===== config.mk =====
export PLATFORM = sky130hd
export DESIGN_NAME = pipeline_hazard_ctrl
export DESIGN_NICKNAME = d
export VERILOG_FILES = /design/src/rtl/pipeline_hazard_ctrl.sv
export SDC_FILE = /design/constraint.sdc
export NUM_CORES = 1
export LEC_CHECK = 0
export ABC_AREA = 0
export CAP_MARGIN = 20
export CORE_ASPECT_RATIO = 1.4
export CORE_UTILIZATION = 30
export DETAILED_ROUTE_END_ITERATION = 6
export GPL_TIMING_DRIVEN = 0
export PLACE_DENSITY_LB_ADDON = 0.08
export SLEW_MARGIN = 20
export SYNTH_ARGS = -nofsm -noshare
export SYNTH_HDL_FRONTEND = slang
export SYNTH_SLANG_ARGS = --single-unit

===== constraint.sdc =====
create_clock -name clk -period 3.55 [get_ports clk]
set_input_delay 0.71 -clock clk [delete_from_list [all_inputs] [get_ports clk]]
set_output_delay 0.71 -clock clk [all_outputs]
set_load 0.05 [all_outputs]

===== src/rtl/pipeline_hazard_ctrl.sv =====
// Stall/flush sequencer for the 5-stage pipeline: load-use, multi-cycle multiply and taken-branch squash.
// Enables and flushes are combinational from hazard inputs and FSM state; stall_cnt counts pc_en=0 cycles.
module pipeline_hazard_ctrl #(
   parameter int MULT_LAT = 3,
   parameter int CNT_W    = 32
) (
   input  logic             clk,
   input  logic             rst,
   input  logic [4:0]       id_rs1,
   input  logic [4:0]       id_rs2,
   input  logic             id_use_rs1,
   input  logic             id_use_rs2,
   input  logic             ex_memread,
   input  logic [4:0]       ex_rd,
   input  logic             ex_is_mult,
   input  logic             mem_branch_taken,
   output logic             pc_en,
   output logic             if_id_en,
   output logic             id_ex_en,
   output logic             ex_mem_en,
   output logic             mem_wb_en,
   output logic             if_id_flush,
   output logic             id_ex_flush,
   output logic             ex_mem_flush,
   output logic             mult_busy,
   output logic             mult_done,
   output logic [CNT_W-1:0] stall_cnt
);

   typedef enum logic {IDLE, MULT_WAIT} state_t;

   localparam logic [3:0] LAST_CNT = 4'(MULT_LAT - 1);
   localparam bit         MULTI    = (MULT_LAT > 1);

   state_t             state_q, state_d;
   logic [3:0]         mcnt_q, mcnt_d;
   logic [CNT_W-1:0]   stall_cnt_q, stall_cnt_d;

   logic load_use;
   logic final_cyc;
   logic mult_stall;

   always_comb begin
      load_use = ex_memread && (ex_rd != 5'd0) &&
                 ((id_use_rs1 && (id_rs1 == ex_rd)) || (id_use_rs2 && (id_rs2 == ex_rd)));
      // A single-cycle multiply finishes in the cycle it enters EX.
      if (MULTI)
         final_cyc = (state_q == MULT_WAIT) && (mcnt_q == LAST_CNT);
      else
         final_cyc = ex_is_mult;
      mult_stall = ex_is_mult && !final_cyc;

      pc_en        = 1'b1;
      if_id_en     = 1'b1;
      id_ex_en     = 1'b1;
      ex_mem_en    = 1'b1;
      mem_wb_en    = 1'b1;
      if_id_flush  = 1'b0;
      id_ex_flush  = 1'b0;
      ex_mem_flush = 1'b0;
      mult_done    = 1'b0;
      mult_busy    = 1'b0;

      if (!rst) begin
         mult_busy = (state_q == MULT_WAIT);
         if (mem_branch_taken) begin
            if_id_flush  = 1'b1;
            id_ex_flush  = 1'b1;
            ex_mem_flush = 1'b1;
         end else begin
            mult_done = final_cyc && ex_is_mult;
            if (mult_stall) begin
               pc_en        = 1'b0;
               if_id_en     = 1'b0;
               id_ex_en     = 1'b0;
               ex_mem_flush = 1'b1;
            end else if (load_use) begin
               pc_en       = 1'b0;
               if_id_en    = 1'b0;
               id_ex_flush = 1'b1;
            end
         end
      end

      state_d = state_q;
      mcnt_d  = mcnt_q;
      if (mem_branch_taken) begin
         state_d = IDLE;
         mcnt_d  = 4'd0;
      end else begin
         case (state_q)
            IDLE: begin
               if (ex_is_mult && MULTI) begin
                  state_d = MULT_WAIT;
                  mcnt_d  = 4'd1;
               end
            end
            MULT_WAIT: begin
               if (mcnt_q == LAST_CNT) begin
                  state_d = IDLE;
                  mcnt_d  = 4'd0;
               end else begin
                  mcnt_d = mcnt_q + 4'd1;
               end
            end
            default: begin
               state_d = IDLE;
               mcnt_d  = 4'd0;
            end
         endcase
      end

      stall_cnt_d = stall_cnt_q + {{(CNT_W-1){1'b0}}, ~pc_en};
   end

   always_ff @(posedge clk) begin
      if (rst) begin
         state_q     <= IDLE;
         mcnt_q      <= 4'd0;
         stall_cnt_q <= '0;
      end else begin
         state_q     <= state_d;
         mcnt_q      <= mcnt_d;
         stall_cnt_q <= stall_cnt_d;
      end
   end

   assign stall_cnt = stall_cnt_q;

endmodule


==> summary.txt <==
Status
  • Status: finished clean

Yosys
  • Synth Area in Adders: 0.02423
  • Post-synthesis xor/xnor area fraction: 0.09752
  • Compound-cell area share of the yosys netlist: 0.09570
  • Mux share of post-synthesis cell area: 0.04361
  • FFs w/ async S/R, synth: 0
  • Post-synthesis register bit count: 37
  • Count leader, synth: dfxtp_1
  • Post-synth top area share: 0.3586
  • Main synth FF type: dfxtp_1
  • Largest family of logic cells by synthesized area: simple AND/OR/NAND/NOR gates
  • Yosys top cell by area: dfxtp_1
  • Seq/Total Area, Yosys: 0.3586
  • Number of synthesized flops with an enable pin: 0
  • Synth unique cells: 41
  • Gate Count Post-Synth: 236
  • Synth Area in Simple Gates: 0.3362
  • Largest cells by area after synthesis: dfxtp_1 (36%), xor2_1 (6.8%), nor2_1 (5.1%)
  • Synth Warn #: 0
  • Post-synth top cells: dfxtp_1 (37), nor2_1 (28), xor2_1 (16), nor2b_1 (14), nand2_1 (13)
  • Avg Cell Area, Syn: 8.753 um2
  • Mapped cell area: 2066 um2

Worst setup path
  • Arrival time at the worst endpoint: 3.68 ns
  • Worst Setup End Kind: flop
  • Crit-path max cell delay: 0.49 ns
  • Worst EP required: 3.77 ns
  • Kind of critical path: in2reg
  • Crit path max-delay cell type: or4_1
  • Critical path launch point type: primary input
  • CP bufs+invs: 2
  • Largest fanout on the critical path: 5
  • CP top delay family: simple AND/OR/NAND/NOR gates
  • Worst-path cell chain: clkdlybuf4s50_1 > xor2_1 > nor4_2 > a32oi_2 > o31ai_2 > ha_2 > nand2_4 > or3_4 > buf_4 > or4_1 > a21oi_1

STA
  • Slew @ Worst Pin: 0.6675 ns
  • Min cycle time layout: 3.454 ns
  • F_max: 289.5 MHz
  • Crit share post-route: 0.9730
  • RSZ-0062 raised after global routing: true
  • Worst clock skew: 0.006710 ns
  • Relative slew slack: 0.5539
  • Pins Over Slew Limit: 0
  • Final setup viols: 0
  • Final setup TNS: 0 ns
  • Count of final hold-check violations: 0

Pwr
  • Net load switching power: 214.0 uW
  • Worst vdd ir: 0.1186 mV
  • Int Pwr: 637.2 uW
  • PwrDens: 276.2 nW/um2
  • Leak Pwr: 1.162 nW
  • Combinational share of power: 0.118
  • Final Total Pwr: 851.2 uW
  • Clock share of power: 0.389
  • Sw Share: 0.2515
  • Seq pwr share: 0.493

GRT
  • Met2 Use GR: 0.2387
  • Largest net degree at the start of global routing: 12
  • Total GRT Usage: 0.1468
  • Vias in the first global route: 1,779
  • Met3 global-route usage: 0.04719
  • Met1 Use GR: 0.1806
  • Initial antenna violation count: 0
  • First-pass GRT wire length: 8349 um
  • Busiest grt layer: met2
  • GRT overflow: 0

Floorplan
  • Initial core utilization: 0.3124
  • Number of I/O pins: 64
  • Number of cell rows: 35
  • Die span in y: 100.2 um
  • Core box area: 6613 um2
  • Die W: 72.13 um
  • Die ar.: 7226 um2

Place
  • Port buffer count: 60
  • Gpl congestion: 0.7742
  • Post-DP HPWL: 3765 um
  • Placed insts: 389

Route
  • Drt first pass iters: 4
  • Final WL: 5321 um
  • ANT nets after route: 0
  • Routed vias/inst: 4.878
  • 1st-iter DRT viols: 98
  • Wire per inst: 13.20 um
  • Residual DRC: 0
  • Routed via count: 1,966

Clock network
  • Clk_lat worst skew: 0.29 ns
  • Max clock buf depth: 2
  • Clock transition at the registers of the reported paths: 0.08 ns
  • CTS Root Cell: clkbuf_8
  • TritonCTS buffer count: 5
  • CTS HTree Levels: 2
  • TritonCTS clock tree: done
  • Post-CTS Hold Buffers: 0
  • Clk sinks: 37

Final layout
  • Share of layout cells above drive strength 1: 0.1672
  • # fillers: 683
  • Number of non-filler instances in the completed layout: 403
  • # diodes: 0
  • Nets: 336
  • Area grow syn2layout: 49.18%

Flow run
  • Max cap viols: 0

Min path
  • HP Class: reg2reg
## area by class of cell
type	instances	area (um2)	area share
Inverter	4	15.01	0.004872
Sequential cell	37	740.7	0.2404
Tap cell	92	115.1	0.03735
Clock buffer	7	96.34	0.03126
Timing Repair Buffer	66	650.6	0.2111
Buffer	13	88.84	0.02883
Clock inverter	1	5.005	0.001624
Multi-Input combinational cell	183	1370	0.4446
## tightest hold or removal path, stage by stage (launching register included)
cell	delay, ns
dfxtp_1	0.34
o31ai_1	0.09
a21oi_2	0.05
## final timing paths
check,cells after the start,end,startpoint,slack [ns]
setup / recovery,11,stall_cnt[17],id_rs1[1],0.1
hold / removal,2,stall_cnt[22],stall_cnt[22],0.52
setup reg to reg,12,stall_cnt[17],mcnt_q[0],0.65
hold reg to reg,2,stall_cnt[22],stall_cnt[22],0.52
## per-stage QoR
stage	setup WS, ns	utilization	instance area, um2	hold WS, ns
after floorplan	0.2846	-	2069	0.4843
after global placement	-0.5823	0.4212	2785	0.4924
after detailed placement	-0.5387	0.4212	2785	0.4994
after CTS	-0.004022	0.4445	2939	0.5091
after global routing	-0.06064	0.4660	3082	0.5371
final	0.09588	0.4660	3082	0.5172
## flip-flops by register name (all words and copies together), names as in the netlist
register and flops:
mcnt_q 4, state_q 1, stall_cnt 32
## layout by cell type, fill, tap and decap left out, types with 2 or more instances in the layout
cell,n
a21oi_1,10
a21oi_2,2
and3_1,4
and4_1,6
buf_1,2
buf_4,10
clkbuf_1,4
clkbuf_2,2
clkbuf_8,7
clkdlybuf4s50_1,52
conb_1,2
dfxtp_1,37
dlygate4sd2_1,2
dlymetal6s2s_1,5
ha_1,2
inv_1,4
mux2_1,2
mux2_2,4
mux2_4,2
nand2_1,11
nand2_4,2
nand3_1,10
nand3_2,2
nand4_1,5
nor2_1,28
nor2b_1,14
nor3_1,2
nor4_1,2
nor4_2,4
nor4_4,5
o21ai_0,3
o31ai_1,9
or3_1,3
or4_1,8
xnor2_1,7
xor2_1,16
## cells by family (layout without fill, tap and decap cells)
family,count (synthesis),after routing
xor gates and xnor gates,23,23
muxes,8,8
buffers and inverters,17,91
other,1,2
adders and majority gates,4,4
AOI/OAI and AO/OA,31,31
DFF,37,37
and+or+nand+nor,115,115
## repair_timing
item,in CTS,in global routing
setup endpoints to repair,15,15
setup buffers,1,5
pin swaps,3,8
gates resized for setup,14,25
## power groups by stage
stage | clock network [mW] | logic, mW | registers (mW)
floorplan | 0 | 0.0509 | 0.432
global placement | 0 | 0.0976 | 0.429
CTS | 0.344 | 0.101 | 0.419
global route | 0.362 | 0.109 | 0.420
finish | 0.331 | 0.101 | 0.419
detailed placement | 0 | 0.0976 | 0.429
## layer usage
layer  share of wire  vias to the layer above
li1                -                     1001
met1            0.45                      896
met2            0.48                       63
met3           0.062                        6
met4           0.013                        0
met5               0                        -
(Power assumes the default switching activity.)
